===== src/rtl/rcv_ctrl_uart1.sv =====
// -----------------------------------------------------------------------------
// rcv_ctrl_uart1 -- UART command-frame receiver and control-register block.
//
// Pulls bytes from a UART receive FIFO (one byte per two cycles at most),
// parses frames of the form
//   0xEB 0x90 CMD LEN payload[LEN] CHK,   CHK = (CMD + LEN + payload) mod 256
// and applies accepted commands to the control outputs:
//   CMD 0x01, LEN 2 : baud_word <= {b0,b1}, latch_baud strobe
//   CMD 0x02, LEN 1 : self_loop <= b0[0]
//   CMD 0x03, LEN 2 : ch_mask   <= {b0,b1}[NUM_PULSE-1:0]
// Rejected frames strobe cmd_err and bump the saturating err_cnt.
//
// Parameters
//   NUM_PULSE   width of ch_mask (at most 16)
//   MAX_LEN     largest LEN accepted before the frame is rejected
//   TIMEOUT_CYC inter-byte timeout in clk cycles (timer build only)
//
// Ports
//   clk            rising-edge clock
//   rst_n          asynchronous active-low reset
//   rx_fifo_empty  receive FIFO empty flag
//   rx_fifo_ren    read strobe to the receive FIFO
//   rx_fifo_rdata  FIFO read data, valid the cycle after rx_fifo_ren
//   latch_baud     one-cycle strobe: baud_word has just been updated
//   baud_word      UART baud divisor
//   self_loop      UART loopback select
//   ch_mask        pulse-channel enable mask
//   cmd_ok         one-cycle strobe: frame accepted
//   cmd_err        one-cycle strobe: frame rejected
//   err_cnt        rejected-frame count, saturating at 255
//
// Build option
//   RCV_CTRL_TIMEOUT_EN  when defined, a mid-frame gap of TIMEOUT_CYC cycles
//                        without a sampled byte aborts the frame as an error.
//                        When undefined there is no timer and the parser
//                        waits indefinitely mid-frame.
// -----------------------------------------------------------------------------
module rcv_ctrl_uart1 #(
  parameter int NUM_PULSE   = 12,
  parameter int MAX_LEN     = 8,
  parameter int TIMEOUT_CYC = 1105920
) (
  input  logic                 clk,
  input  logic                 rst_n,
  input  logic                 rx_fifo_empty,
  output logic                 rx_fifo_ren,
  input  logic [7:0]           rx_fifo_rdata,
  output logic                 latch_baud,
  output logic [15:0]          baud_word,
  output logic                 self_loop,
  output logic [NUM_PULSE-1:0] ch_mask,
  output logic                 cmd_ok,
  output logic                 cmd_err,
  output logic [7:0]           err_cnt
);

  localparam logic [7:0] SYNC0    = 8'hEB;
  localparam logic [7:0] SYNC1    = 8'h90;
  localparam logic [7:0] CMD_BAUD = 8'h01;
  localparam logic [7:0] CMD_LOOP = 8'h02;
  localparam logic [7:0] CMD_MASK = 8'h03;

  typedef enum logic [2:0] {
    S_HDR0,
    S_HDR1,
    S_CMD,
    S_LEN,
    S_DATA,
    S_CHK,
    S_EXEC
  } state_t;

  state_t      state;
  logic        rd_vld;     // rx_fifo_rdata holds a fresh byte this cycle
  logic [7:0]  cmd_q;
  logic [7:0]  len_q;
  logic [7:0]  sum_q;      // running checksum over CMD, LEN and payload
  logic [7:0]  idx_q;      // payload byte index
  logic [7:0]  b0_q;
  logic [7:0]  b1_q;
  logic        exec_ok;
  logic [7:0]  err_inc;
  logic [15:0] pay_word;
  logic        timeout;

  // Only the three known CMD/LEN pairings are executable.
  assign exec_ok = ((cmd_q == CMD_BAUD) && (len_q == 8'd2)) ||
                   ((cmd_q == CMD_LOOP) && (len_q == 8'd1)) ||
                   ((cmd_q == CMD_MASK) && (len_q == 8'd2));

  assign err_inc  = (err_cnt == 8'hFF) ? err_cnt : err_cnt + 8'd1;
  assign pay_word = {b0_q, b1_q};

`ifdef RCV_CTRL_TIMEOUT_EN
  localparam int TW = $clog2(TIMEOUT_CYC + 1);

  logic [TW-1:0] timer;

  // Counts idle cycles mid-frame; fires on the TIMEOUT_CYC-th idle cycle.
  assign timeout = (state != S_HDR0) && (state != S_EXEC) && !rd_vld &&
                   (timer == TW'(TIMEOUT_CYC - 1));

  always_ff @(posedge clk or negedge rst_n) begin
    if (!rst_n) begin
      timer <= '0;
    end else if ((state == S_HDR0) || rd_vld || timeout) begin
      timer <= '0;
    end else begin
      timer <= timer + 1'b1;
    end
  end
`else
  // No timer in this build; the expression folds to constant 0.
  assign timeout = (TIMEOUT_CYC < 0);
`endif

  always_ff @(posedge clk or negedge rst_n) begin
    if (!rst_n) begin
      state       <= S_HDR0;
      rx_fifo_ren <= 1'b0;
      rd_vld      <= 1'b0;
      latch_baud  <= 1'b0;
      baud_word   <= 16'd0;
      self_loop   <= 1'b0;
      ch_mask     <= '1;
      cmd_ok      <= 1'b0;
      cmd_err     <= 1'b0;
      err_cnt     <= 8'd0;
      cmd_q       <= 8'd0;
      len_q       <= 8'd0;
      sum_q       <= 8'd0;
      idx_q       <= 8'd0;
      b0_q        <= 8'd0;
      b1_q        <= 8'd0;
    end else begin
      // NOTE: every register here uses <= so all next-state terms read the
      // values from before this edge, regardless of statement order.
      // A read is outstanding while rx_fifo_ren is high; the byte lands one
      // cycle later, so reads are issued at most every other cycle.
      rx_fifo_ren <= !rx_fifo_empty && !rx_fifo_ren;
      rd_vld      <= rx_fifo_ren;
      latch_baud  <= 1'b0;
      cmd_ok      <= 1'b0;
      cmd_err     <= 1'b0;

      if (timeout) begin
        state   <= S_HDR0;
        cmd_err <= 1'b1;
        err_cnt <= err_inc;
      end else begin
        case (state)
          S_HDR0: begin
            if (rd_vld && (rx_fifo_rdata == SYNC0)) state <= S_HDR1;
          end

          S_HDR1: begin
            if (rd_vld) begin
              if (rx_fifo_rdata == SYNC1)      state <= S_CMD;
              else if (rx_fifo_rdata != SYNC0) state <= S_HDR0;
            end
          end

          S_CMD: begin
            if (rd_vld) begin
              cmd_q <= rx_fifo_rdata;
              sum_q <= rx_fifo_rdata;
              state <= S_LEN;
            end
          end

          S_LEN: begin
            if (rd_vld) begin
              len_q <= rx_fifo_rdata;
              sum_q <= sum_q + rx_fifo_rdata;
              idx_q <= 8'd0;
              if (rx_fifo_rdata > 8'(MAX_LEN)) begin
                state   <= S_HDR0;
                cmd_err <= 1'b1;
                err_cnt <= err_inc;
              end else if (rx_fifo_rdata == 8'd0) begin
                state <= S_CHK;
              end else begin
                state <= S_DATA;
              end
            end
          end

          S_DATA: begin
            if (rd_vld) begin
              sum_q <= sum_q + rx_fifo_rdata;
              // Only the first two payload bytes feed any command.
              if (idx_q == 8'd0) b0_q <= rx_fifo_rdata;
              if (idx_q == 8'd1) b1_q <= rx_fifo_rdata;
              idx_q <= idx_q + 8'd1;
              if (idx_q == len_q - 8'd1) state <= S_CHK;
            end
          end

          S_CHK: begin
            if (rd_vld) begin
              if (rx_fifo_rdata == sum_q) begin
                state <= S_EXEC;
              end else begin
                state   <= S_HDR0;
                cmd_err <= 1'b1;
                err_cnt <= err_inc;
              end
            end
          end

          S_EXEC: begin
            state <= S_HDR0;
            if (exec_ok) begin
              cmd_ok <= 1'b1;
              case (cmd_q)
                CMD_BAUD: begin
                  baud_word  <= pay_word;
                  latch_baud <= 1'b1;
                end
                CMD_LOOP: self_loop <= b0_q[0];
                default:  ch_mask   <= pay_word[NUM_PULSE-1:0];
              endcase
            end else begin
              cmd_err <= 1'b1;
              err_cnt <= err_inc;
            end
          end

          default: state <= S_HDR0;
        endcase
      end
    end
  end

endmodule


===== config.mk =====
export PLATFORM = sky130hd
export DESIGN_NAME = rcv_ctrl_uart1
export DESIGN_NICKNAME = d
export VERILOG_FILES = /design/src/rtl/rcv_ctrl_uart1.sv
export SDC_FILE = /design/constraint.sdc
export NUM_CORES = 1
export LEC_CHECK = 0
export ABC_CLOCK_PERIOD_IN_PS = 2320
export CAP_MARGIN = 25
export CORE_AREA = 2 2 106 108
export DETAILED_ROUTE_END_ITERATION = 10
export DIE_AREA = 0 0 108 110
export PLACE_DENSITY = 0.67
export SKIP_LAST_GASP = 1
export SYNTH_ARGS = -nofsm -noshare
export SYNTH_HDL_FRONTEND = slang
export SYNTH_SLANG_ARGS = --single-unit

===== constraint.sdc =====
create_clock -name clk -period 2.32 [get_ports clk]
set_input_delay 0.696 -clock clk [delete_from_list [all_inputs] [get_ports clk]]
set_output_delay 0.696 -clock clk [all_outputs]
set_load 0.01 [all_outputs]

Yosys cells after proc, flatten, opt, wreduce, memory -nomap -nowiden

Cells that the tools add are included.

$add $sub $neg: 4
Order comparisons: 1
Eq/ne operators: 30
Mux-type cells: 37
Bitwise gates (word level): 1
Reductions and logical operators: 28

Operator list:

| cell                                                                             | count |
|---|---|
| 8-bit two-way mux                                                                | 10 |
| 3-bit two-way mux                                                                | 11 |
| 8-bit case mux with 2 select lines                                               | 2 |
| 8-bit by 1-bit == test with 1-bit output (second input constant)                 | 3 |
| 8-bit by 2-bit == test with 1-bit output (second input constant)                 | 3 |
| 8-bit == test (second input constant)                                            | 3 |
| 8-bit case mux with 3 select lines                                               | 1 |
| 3-bit AND reduction                                                              | 7 |
| 2-bit inequality test (second input constant)                                    | 10 |
| 3-bit case mux with 6 select lines                                               | 1 |
| 8-bit by 1-bit adder with 8-bit output (second input constant)                   | 2 |
| 8-bit == test                                                                    | 2 |
| 8-bit zero test                                                                  | 2 |
| 1-bit two-way mux                                                                | 11 |
| 3-bit == test (second input constant)                                            | 3 |
| 8-bit adder                                                                      | 1 |
| 8-bit by 4-bit greater-than comparator with 1-bit output (second input constant) | 1 |
| 8-bit inequality test (second input constant)                                    | 1 |
| 8-bit AND reduction                                                              | 1 |
| 8-bit by 1-bit subtractor with 8-bit output (second input constant)              | 1 |
| 3-bit by 2-bit == test with 1-bit output (second input constant)                 | 2 |
| 6-bit AND reduction                                                              | 1 |
| 1-bit logical AND                                                                | 5 |
| 2-bit AND reduction                                                              | 2 |
| 11 further kinds                                                                 | 15 |

Register bits: 93
Input port bits: 11
Output and inout port bits: 41
Word-level logic and storage cells: 117

Depth between registers and ports, before layout

Gate-level depths: netlist of run 1.

Depth after elaboration: 6
Depth in mapped cells: 9
Gate-level depth less buffers: 9

Worst setup path after synthesis of run 1

OpenSTA, ideal clock, no wires.

Path type: input to register
Start point: in rx_fifo_rdata[1]
End point: reg err_cnt[1]
Setup time: 0.125 ns
Data arrival time: 2.538 ns
Required time: 2.195 ns
Slack: -0.342 ns
Stages: 7
Buffers on the path: 1
Cells stage by stage: ha_1 > or4b_1 > nor4_2 > a31oi_1 > or3b_1 > buf_4 > mux2_2

Word-level cells in the longest chain between the ends: 3
Elaborated cells on any way between the ends: 5
Classes of those cells: 1 x order compare; 3 x eq/ne; 1 x reduce/logical

Ends and longest elaborated chain:

| what                                                                                      | line     | text |
|---|---|---|
| from (decl)                                                                               | 47       | `input logic [7:0] rx_fifo_rdata,` |
| 8-bit by 4-bit greater-than comparator with 1-bit output or 8-bit == test (tied branches) | 176, 201 |  |
| 2-bit inequality test (no source line)                                                    | --       |  |
| 6-bit AND reduction (no source line) *                                                    | --       |  |
| to (signal assigned)                                                                      | 179      | `err_cnt <= err_inc;` |
| to (signal assigned)                                                                      | 206      | `err_cnt <= err_inc;` |
| to (signal assigned)                                                                      | 225      | `err_cnt <= err_inc;` |
| to (decl)                                                                                 | 54       | `output logic [7:0] err_cnt` |

Every way passes the cells marked *; elsewhere a longest branch is shown, timed or not.
A chain may end at the register's enable or synchronous reset.

Worst setup path after layout of run 1

Start point: in rx_fifo_rdata[3]
End point: reg err_cnt[7]

Same word-level chain as after synthesis.

==> reports/results.txt, run 1 <==
RD Place Congestion: 0.912
setup_tns: -0.0406 ns
Cells after Synth: 392
syn nets: 418
Via density: 5.27
layer with the highest usage: met2
Syn. warnings: 0
post-synthesis simple-gate area fraction: 12.6%
NetSw: 784 uW
post-route setup slack: -0.0185 ns
# rows: 38
register area: 0.00234 mm^2
DIE HEIGHT: 110 um
Buffers on Ports: 51
core outline area: 0.0107 mm^2
CP Launch Type: input pin
fmax: 428 MHz
Max Cap Viol: 0
DRC viols: 0
I/O Pins: 52
Util after Layout: 56.7%
Placed Area: 0.00578 mm^2
pwr dens: 517 mW/mm^2
number of flops mapped to enable cells by yosys: 0
Net count, final: 525
Max-slew headroom: 64.8%
Net Sw Frac: 25.0%
Cells after DPL: 622
CP startpoint: rx_fifo_rdata[3]
H-tree depth: 3
Pre-antenna DRT Iters: 4
adder-cell share of the synthesized area: 4.16%
Max Root-Sink Buffers: 2
worst r2r src: sum_q[4]$_DFFE_PN0P_
M2 GR Usage: 32.4%
combinational power share: 10.7%
CTS tree: built
GR Layer Usage met1: 24.9%
crit end category: register
Non-Filler Instances: 644
post-DP HPWL: 7.83 mm
mux cell area share after synthesis: 17.1%
Clock power frac: 35.5%
synthesized area: 0.00469 mm^2
violated checks: negative setup slack
CTS root buf: clkbuf_8
WS Path Type: in2reg
leading register cell type out of synthesis: dfrtp_1
syn_area_per_cell: 12.0 um^2
final setup violation count: 4
drt wl/cell: 16.4 um
Fin Hold WS: 0.201 ns
Crit Reg-Reg Endpoint: err_cnt[7]$_DFFE_PN0P_
CP required: 2.56 ns
flop-to-flop setup slack: -0.01 ns
starting DRC count in detailed routing: 252
Leak: 2.65 nW
Seq pwr share: 53.8%
status: finished with violations
Crit Path Max Fanout: 7
Reg clk slew, reported paths: 0.09 ns
FFs w/ async S/R, synth: 100%
Final Skew: 0.00527 ns
final max-slew violation count: 0
synthesized flop and latch total: 93
Cell Int Power: 2.35 mW
Final period util: 101%
first-pass GRT wire length: 17.4 mm
Post-DRT Antenna Nets: 0
Design Power: 3.14 mW
Routed Wire Length: 10.5 mm
Fin. Hold Viols: 0
Yosys cell types: 63
initial antenna violation count: 0
TritonCTS Buffers: 9
Synth-to-Final Area Change: 29.3%
RSZ-0062 raised after global routing: true
clock latency on the worst-skew pair: 0.36 ns
fin crit period: 2.34 ns
vias in the first global route: 3467
vias: 3392
die width: 108 um
fill cell count: 904
layout cells sized above 1: 36.1%
die area: 0.0119 mm^2
Setup WS pre-CTS: -0.812 ns
Compound-Gate Fraction of Synth Area: 9.10%
Clock Sinks: 93
Slew @ Worst Pin: 0.527 ns
Peak VDD IR: 0.323 mV
largest family of logic cells by synthesized area: multiplexers
area of the multi-input gates: 0.00236 mm^2
xor/xnor cell area share of the yosys netlist: 4.11%
register area share after synthesis: 49.9%
Ant. Diodes: 0
Overflow after GRT: 0
met3 usage in global routing: 3.59%
total track usage: 19.2%
Arrival @ worst endpoint: 2.58 ns
Worst R2R Path Depth: 8
Hold Path Class: in2async
Starting Density: 43.8%
design area: 0.00606 mm^2
largest net degree at the start of global routing: 40
## repair_timing
item	in CTS	in global routing
setup buffers	3	3
gates cloned	0	0
resized for setup	32	12
hold buffers	0	0
pin swaps	6	6
endpoints found under the setup margin	14	10
## layer usage
| metal | routed length, um | vias up |
|---|---|---|
| met2 | 5210 | 87 |
| li1 | - | 1625 |
| met4 | 168 | 0 |
| met3 | 490 | 14 |
| met5 | 0 | - |
| met1 | 4670 | 1666 |
## worst max-delay path by stage
stage | to | cells past startpoint
floorplan | err_cnt[1]$_DFFE_PN0P_ | 7
global placement | err_cnt[5]$_DFFE_PN0P_ | 9
detailed placement | err_cnt[6]$_DFFE_PN0P_ | 9
CTS | err_cnt[7]$_DFFE_PN0P_ | 9
global route | err_cnt[5]$_DFFE_PN0P_ | 8
finish | err_cnt[7]$_DFFE_PN0P_ | 9
## cell usage in the layout (no fill, tap or decap), types with 5 or more instances in the layout
| master | synthesis | routed |
|---|---|---|
| nand2b_1 | 5 | 5 |
| ha_1 | 14 | 7 |
| nor2_1 | 16 | 16 |
| mux2_2 | 42 | 41 |
| nand2_1 | 24 | 24 |
| xnor2_1 | 11 | 9 |
| buf_2 | 1 | 7 |
| inv_1 | 13 | 13 |
| clkdlybuf4s50_1 | 0 | 42 |
| nor3_1 | 11 | 10 |
| a21oi_1 | 10 | 10 |
| dfstp_2 | 12 | 12 |
| dfrtp_1 | 81 | 81 |
| ha_4 | 0 | 7 |
| nand3_1 | 11 | 11 |
| mux2_4 | 20 | 21 |
| clkbuf_8 | 0 | 10 |
| nand4_1 | 5 | 5 |
| buf_4 | 3 | 56 |
| o21ai_0 | 26 | 26 |
| xor2_1 | 11 | 10 |
## registers in the layout, summed over array words and instances, names as in the netlist
name         count
b0_q             8
b1_q             8
baud_word       16
ch_mask         12
cmd_err          1
cmd_ok           1
cmd_q            8
err_cnt          8
idx_q            8
latch_baud       1
len_q            8
rd_vld           1
rx_fifo_ren      1
self_loop        1
state            3
sum_q            8
## cell usage after synthesis, drive strengths merged, types with 7 or more instances
library cell	instances	share of area [%]
a21oi	11	1.3
buf	7	1.3
clkbuf	7	0.59
dfrtp	81	43
dfstp	12	6.7
ha	14	3.7
inv	13	1.0
mux2	62	16
nand2	24	1.9
nand3	11	1.2
nor2	18	1.7
nor3	12	1.5
o21ai	26	2.8
xnor2	11	2.1
xor2	11	2.1
## worst max-delay path: stages
cell,delay [ns]
buf_2,0.14
ha_4,0.25
or4_4,0.49
nor4_4,0.32
a31oi_1,0.10
or3b_4,0.28
buf_6,0.12
nor3_1,0.05
xor2_1,0.14
## power groups by stage
stage / combinational, mW / sequential [mW] / clock [mW]
global placement: 0.320 / 1.72 / 0
global route: 0.372 / 1.69 / 1.21
detailed placement: 0.326 / 1.72 / 0
CTS: 0.334 / 1.69 / 1.14
floorplan: 0.158 / 1.71 / 0
finish: 0.336 / 1.69 / 1.11
## area by class of cell
type,instances,share of cell area (%)
Clock buffer,11,2.33
Clock inverter,5,0.949
Inverter,13,0.805
Multi-Input combinational cell,272,38.8
Sequential cell,93,38.6
Tap cell,140,2.89
Timing Repair Buffer,110,15.6
## kinds of logic after synthesis
kind of cell | after synthesis
AND/OR/NAND/NOR | 104
flip-flops | 93
AO/OA/AOI/OAI | 66
multiplexers | 65
buffers and inverters | 27
XOR/XNOR | 22
adder cells (fa/ha/maj) | 15
Power figures use the tool's default switching activity.
==> run 2, diff against run 1 <==
--- a/config.mk
+++ b/config.mk
@@ -11,6 +11,7 @@
 export DETAILED_ROUTE_END_ITERATION = 10
 export DIE_AREA = 0 0 108 110
 export PLACE_DENSITY = 0.67
+export REMOVE_ABC_BUFFERS = 1
 export SKIP_LAST_GASP = 1
 export SYNTH_ARGS = -nofsm -noshare
 export SYNTH_HDL_FRONTEND = slang
==> run 2 against run 1 <==
The flow now finishes without violations. Register-to-register slack better by 0.03 ns. Total power is 3.5% lower. Sequential power hardly changed. First-iteration DRC count is 38% lower. Wire length is 1.3% lower. Largest power group unchanged. Non-clock buffer count is 2 lower. Clock power is 9.9% lower. Clock-buffer cell count is 1 higher.
==> reports/results.txt, run 2 (synthesis results as in run 1) <==
RD Place Congestion: 0.803
die width: 108 um
Net count, final: 523
crit end category: register
largest net degree at the start of global routing: 37
pwr dens: 499 mW/mm^2
Starting Density: 43.8%
Setup WS pre-CTS: -0.906 ns
fill cell count: 934
Clock Sinks: 93
Arrival @ worst endpoint: 2.57 ns
fmax: 432 MHz
H-tree depth: 3
Synth-to-Final Area Change: 29.4%
Placed Area: 0.00572 mm^2
CP Launch Type: input pin
Crit Path Max Fanout: 5
Leak: 2.63 nW
max reg flops: 16
DRC viols: 0
starting DRC count in detailed routing: 157
Final period util: 99.8%
Peak VDD IR: 0.291 mV
initial antenna violation count: 0
Routed Wire Length: 10.4 mm
die area: 0.0119 mm^2
Buffers on Ports: 51
Hold Path Class: in2async
CP max-delay cell: or3b_4
crit-path cells: buf_4, ha_4, or4_4, nor4_4, a31oi_2, or3b_4, buf_6, or3_4, xnor2_2
core outline area: 0.0107 mm^2
commonest non-fill, non-tap cells in the layout: dfrtp_1 (81), buf_4 (53), clkdlybuf4s50_1 (42)
layout cells sized above 1: 36.1%
CP required: 2.57 ns
CTS root buf: clkbuf_8
Largest regs: baud_word (16), ch_mask (12)
Final Skew: 0.0108 ns
Fin. Hold Viols: 0
final setup violation count: 0
clock latency on the worst-skew pair: 0.36 ns
Critical Path Max Stage Delay: 0.44 ns
vias: 3413
Design Power: 3.03 mW
Slew @ Worst Pin: 0.568 ns
CP top delay family: simple AND/OR/NAND/NOR gates
flop-to-flop setup slack: 0.02 ns
DIE HEIGHT: 110 um
Ant. Diodes: 0
total track usage: 19.0%
RSZ-0062 raised after global routing: true
vias in the first global route: 3500
# rows: 38
design area: 0.00607 mm^2
CP Buf/Inv Count: 2
drt wl/cell: 16.2 um
first-pass GRT wire length: 17.5 mm
post-route setup slack: 0.00425 ns
Max Cap Viol: 0
Max Root-Sink Buffers: 2
TritonCTS Buffers: 9
Cells after DPL: 620
Util after Layout: 56.7%
post-DP HPWL: 7.70 mm
Max-slew headroom: 62.1%
CTS tree: built
Post-DRT Antenna Nets: 0
Pre-antenna DRT Iters: 4
fin crit period: 2.32 ns
Via density: 5.32
Biggest register: baud_word
WS Path Type: in2reg
I/O Pins: 52
Non-Filler Instances: 641
Overflow after GRT: 0
final max-slew violation count: 0
status: completed
Reg clk slew, reported paths: 0.09 ns
commonest non-fill, non-tap cell in the layout: dfrtp_1
run 2: where the power goes:
part | internal, mW | leakage [nW] | switching, mW | total, mW
Clock | 0.444 | 0.0884 | 0.561 | 1.00
Sequential | 1.65 | 1.12 | 0.0340 | 1.69
Combinational | 0.169 | 1.42 | 0.168 | 0.337
Total | 2.27 | 2.63 | 0.763 | 3.03
run 2: metal layers:
metal	vias up	global-route usage, %	routed length (um)	part of all wire, %
met1	1699	25.0	4750	46
met5	-	0	0	0
li1	1622	-	-	-
met3	12	4.29	439	4.2
met2	80	31.9	5090	49
met4	0	5.22	114	1.1
run 2: cell type report:
class	count	area (um^2)	area share, %
Inverter	13	48.8	0.804
Sequential cell	93	2340	38.6
Multi-Input combinational cell	272	2360	38.8
Clock buffer	12	155	2.56
Tap cell	140	175	2.89
Clock inverter	3	21.3	0.351
Timing Repair Buffer	108	968	16.0
run 2: repair_timing:
| item | in CTS | in global routing |
|---|---|---|
| pin swaps | 13 | 3 |
| setup endpoints to repair | 15 | 16 |
| cloned | 0 | 0 |
| resized for setup | 52 | 7 |
| buffers inserted | 3 | 3 |
| hold buffers | 0 | 0 |
run 2: through the flow:
step                TNS [ns]  hold slack (ns)
detailed placement    -10.77            0.398
CTS                  -0.0206            0.303
global placement      -10.04            0.390
global route          -0.298            0.318
floorplan              -3.19            0.400
finish                     0            0.300
run 2: worst paths after layout:
kind | start | endpoint | cells past startpoint
setup / recovery | rx_fifo_rdata[2] | err_cnt[4]$_DFFE_PN0P_ | 9
hold / removal | rst_n | idx_q[6]$_DFFE_PN0P_ | 1
setup reg to reg | sum_q[0]$_DFFE_PN0P_ | err_cnt[5]$_DFFE_PN0P_ | 8
hold reg to reg | rx_fifo_ren$_DFF_PN0_ | rd_vld$_DFF_PN0_ | 0
max in group asynchronous | rst_n | ch_mask[8]$_DFFE_PN1P_ | 2
min in group clk | rx_fifo_ren$_DFF_PN0_ | rd_vld$_DFF_PN0_ | 0
==> run 3, diff against run 2 <==
--- a/config.mk
+++ b/config.mk
@@ -10,6 +10,7 @@
 export CORE_AREA = 2 2 106 108
 export DETAILED_ROUTE_END_ITERATION = 10
 export DIE_AREA = 0 0 108 110
+export HOLD_SLACK_MARGIN = 0.06
 export PLACE_DENSITY = 0.67
 export REMOVE_ABC_BUFFERS = 1
 export SKIP_LAST_GASP = 1
==> results of run 3 <==
The final DEF is identical to that of run 2; final timing and power are the same.
==> RTL change 1, RTL diff (flow settings as in run 2) <==
Re-encode `state_t` (7 states) as one-hot, 7 bits wide.
--- a/src/rtl/rcv_ctrl_uart1.sv
+++ b/src/rtl/rcv_ctrl_uart1.sv
@@ -60,14 +60,14 @@
   localparam logic [7:0] CMD_LOOP = 8'h02;
   localparam logic [7:0] CMD_MASK = 8'h03;
 
-  typedef enum logic [2:0] {
-    S_HDR0,
-    S_HDR1,
-    S_CMD,
-    S_LEN,
-    S_DATA,
-    S_CHK,
-    S_EXEC
+  typedef enum logic [6:0] {
+    S_HDR0 = 7'b0000001,
+    S_HDR1 = 7'b0000010,
+    S_CMD  = 7'b0000100,
+    S_LEN  = 7'b0001000,
+    S_DATA = 7'b0010000,
+    S_CHK  = 7'b0100000,
+    S_EXEC = 7'b1000000
   } state_t;
 
   state_t      state;
Behaviour: no difference found for any inputs over 10 cycles, from zero or initial values and one cycle with rst_n low; not proved beyond that.
==> RTL change 1 against run 2 <==
- the run now ends with negative setup slack left
- register-to-register slack worse by 0.05 ns
- global-route usage grew 1.5 points
- worst setup slack got worse by 0.037 ns
- non-clock buffer count shrank 1
- critical endpoint is now ch_mask[5]$_DFFE_PN1P_
- cell area grew 2.5%
- area after synthesis up 1.1%
- critical path type is now reg2reg
- largest power group unchanged
- sequential cell count increased by 4
- sequential share of layout area increased by 0.70 points
- hold slack worse by 0.074 ns
- power is 9.7% higher
- highest routed layer unchanged
- wire length grew 12%
- clock skew is 0.0033 ns higher
==> RTL change 1: results (changes against run 2) <==
[cells_and_area]
multi_input_area_share_pct=38.17  ; -0.68 points
clkCellAreaFrac_pct=2.857  ; -0.050 points
clock_buffers=11  ; -1
buffers_excl_clock=107  ; -0.93%
seq_cells=97  ; +4.3%
multi_input_gates=308  ; +13%
fill_cells=877  ; -6.1%
seqCellArea_um2=2444  ; +4.3%
buf_share_pct=15.90  ; -0.063 points
inverters=16  ; +3
layout-drive-gt1-share_pct=23.35  ; -13 points

[logic_synthesis]
synth.area.top_cells=dfrtp_1, mux2_1, dfstp_2
synth.area.mux_share_pct=12.11  ; -5.0 points
ys_types=55  ; -13%
ys_top_cells_by_count=dfrtp_1, nand2_1, mux2_1
synth_xor_area_share_pct=5.355  ; +1.2 points
yosysSeqAreaShare_pct=51.52  ; +1.6 points
synth-compound-area-share_pct=7.782  ; -1.3 points

[timing]
hold_ws_ns=0.2254  ; -0.07430 ns
setup_viol=8  ; +8
final.setup.worst_slack_ns=-0.03237  ; -0.03662 ns
relSlewSlack_pct=56.99  ; -5.1 points
finalSetupTns_ns=-0.1580  ; -0.1580 ns
clock_skew_ns=0.01418  ; +0.003340 ns

[setup_path]
r2r-start=cmd_q[3]$_DFFE_PN0P_
path_class=reg2reg
cp_max_fo=6  ; +1
rr_worst_depth=10  ; +2
worst_r2r_endpoint=ch_mask[5]$_DFFE_PN1P_
arrival_ns=2.66  ; +0.09 ns

[global_routing]
grtUsageMet1_pct=29.05  ; +4.1 points
met2_usage_pct=32.39  ; +0.45 points
grt_usage_pct=20.58  ; +1.5 points
gr-usage-met3_pct=3.469  ; -0.82 points
grt_pass1_vias=3585  ; +2.4%
grt_pass1_wl_um=18660  ; +6.7%

[drt]
dr_wl_met2_um=5506  ; +8.2%
drt_iter0_markers=179  ; +14%
routedWlPerCell_um=16.96  ; +4.5%

[place]
gp_routability_congestion=0.8864  ; +10%

[pwr]
peakVddDrop_mv=0.3678  ; +27%

[outcome]
status=finished with violations
violations=negative setup slack

[clock_tree]
cts_resized=24  ; -54%

RTL change 1: stage by stage:
stage | total power, W | worst slack (ns) | std cells | instance area [um2] | utilization, %
finish | 0.003322 | -0.03237 | 684 | 6218 | 58.13
global route | 0.003483 | -0.08896 | 684 | 6218 | 58.13
CTS | 0.003328 | -0.04972 | 683 | 6108 | 57.10
detailed placement | 0.002291 | -0.5794 | 663 | 5792 | 54.14
global placement | 0.002283 | -0.5231 | 663 | 5792 | 54.14
floorplan | 0.002055 | 0.07235 | 420 | 4693 | -
RTL change 1: worst max-delay path: stages (launching register included):
cell and delay (ns):
dfrtp_1 0.40, or4_4 0.53, nor3_2 0.11, buf_4 0.15, nand4b_1 0.12, buf_4 0.18, nor2_4 0.10, buf_12 0.14
nand2_4 0.07, clkbuf_16 0.17, mux2_1 0.31
RTL change 1: report_power, final:
part / internal [W] / total [W] / switching [W]
logic: 0.000236 / 0.000502 / 0.000267
registers: 0.00174 / 0.00178 / 0.0000389
clock network: 0.000428 / 0.00104 / 0.000611
==> RTL change 2, RTL diff (flow settings as in run 2) <==
Made on the original files. Build with the macro `RCV_CTRL_TIMEOUT_EN` defined.
--- a/src/rtl/rcv_ctrl_uart1.sv
+++ b/src/rtl/rcv_ctrl_uart1.sv
@@ -35,6 +35,8 @@
 //                        When undefined there is no timer and the parser
 //                        waits indefinitely mid-frame.
 // -----------------------------------------------------------------------------
+`define RCV_CTRL_TIMEOUT_EN
+
 module rcv_ctrl_uart1 #(
   parameter int NUM_PULSE   = 12,
   parameter int MAX_LEN     = 8,
Formal check against the unedited RTL: same outputs for any inputs over 10 cycles, from zero or initial values and one cycle with rst_n low; that may be too few to reach the edited logic, so the function may still have changed.
==> RTL change 2 against run 2 <==
- the run now ends with negative setup slack left
- die area stayed put
- power is 73% higher
- sequential share of layout area is 1.5 points lower
- wire length is 27% higher
- sequential cell count is 21 higher
- area after synthesis is 24% higher
- worst setup slack worse by 0.059 ns
- register-to-register slack worse by 0.07 ns
- cell area is 27% higher
- critical endpoint is now baud_word[3]$_DFFE_PN0P_
- largest power group is now the clock network
==> RTL change 2: results (changes against run 2) <==
[cells_and_area]
fill_cells=763  ; -18%
layout-drive-gt1-share_pct=30.07  ; -6.1 points
final_nets=689  ; +32%
largestRegisters=timer x21, baud_word x16, ch_mask x12

[outcome]
violations=negative setup slack
status=finished with violations

[drt]
wl_met1_um=5854  ; +23%
drt_iter0_markers=204  ; +30%
wl_um=13210  ; +27%
dr_wl_met2_um=6696  ; +32%
via_count=4478  ; +31%
routedWlPerCell_um=16.21  ; about the same
wl_met3_um=496  ; +13%

[logic_synthesis]
ys_types=64  ; +1.6%
ys_top_cells_by_count=dfrtp_1, nor2_1, nand2_1
yosysSeqAreaShare_pct=49.42  ; -0.53 points
synth.area.top_cells=dfrtp_1, mux2_2, dfstp_2
avgSynthCellArea_um2=10.83  ; -9.5%

[global_routing]
met2_usage_pct=40.66  ; +8.7 points
grt_pass1_wl_um=21840  ; +25%
grt_usage_pct=24.02  ; +5.0 points
grt_pass1_vias=4379  ; +25%
gr-usage-met3_pct=5.115  ; +0.82 points
grt_max_degree=43  ; +16%
grtUsageMet1_pct=30.94  ; +5.9 points

[place]
dp_cells=775  ; +25%
dp_hpwl_um=9022  ; +17%
gp_routability_congestion=0.8907  ; +11%

[pwr]
powerDensity_nw_per_um2=680.4  ; +36%
power_switching_w=0.001354  ; +78%
p_seq_share_pct=40.2  ; -16 points
peakVddDrop_mv=0.5604  ; +93%
p_clk_share_pct=49.5  ; +16 points
leakage_nw=3.500  ; +33%

[setup_path]
worst_r2r_endpoint=baud_word[3]$_DFFE_PN0P_
critPathMaxStageDelay_ns=0.55  ; +0.11 ns
r2r-start=len_q[3]$_DFFE_PN0P_
worstSetupStartpointType=flip-flop
cp_max_fo=6  ; +1
crit_slowest_cell=or4_4

[clock_tree]
cts_setup_buffers=6  ; +3
cts_inserted_buffers=17  ; +8
clk_latency_ns=0.51  ; +0.15 ns
root_buffer=clkbuf_8
clkSlewWorstSetupHoldPaths_ns=0.06  ; -0.03 ns
h-tree-depth=4  ; +1
cts_resized=19  ; -63%

[timing]
final.setup.worst_slack_ns=-0.05464  ; -0.05889 ns
finalSetupTns_ns=-0.5197  ; -0.5197 ns
relSlewSlack_pct=70.67  ; +8.6 points
clock_skew_ns=0.009241  ; -0.001596 ns
setup_viol=20  ; +20
hold_ws_ns=0.1131  ; -0.1865 ns

[min_path]
hold_class=in2async

-- RTL change 2: layout make-up --
cell class | count | area share, %
Sequential cell | 114 | 37.15
Multi-Input combinational cell | 384 | 36.94
Timing Repair Buffer | 130 | 15.20
Clock buffer | 18 | 5.543
Tap cell | 140 | 2.269
Clock inverter | 14 | 2.172
Inverter | 15 | 0.7293
-- RTL change 2: logic make-up (layout without fill, tap and decap cells) --
kind of cell	Yosys count	count (layout)	synth area share, %
xor+xnor	48	48	7.244
buf+inv	38	177	3.363
simple gates	192	192	17.10
flops	114	114	49.42
mux	57	57	11.51
fa+ha+maj	17	17	3.752
compound gates	70	70	7.611
-- RTL change 2: through the flow --
step | util [%] | area (um2) | setup slack, ns
final | 72.16 | 7720 | -0.05464
after global routing | 72.16 | 7720 | -0.1233
after CTS | 71.22 | 7619 | -0.05341
after detailed placement | 64.55 | 6905 | -0.7227
after global placement | 64.55 | 6905 | -0.7291
after floorplan | - | 5664 | -0.3159
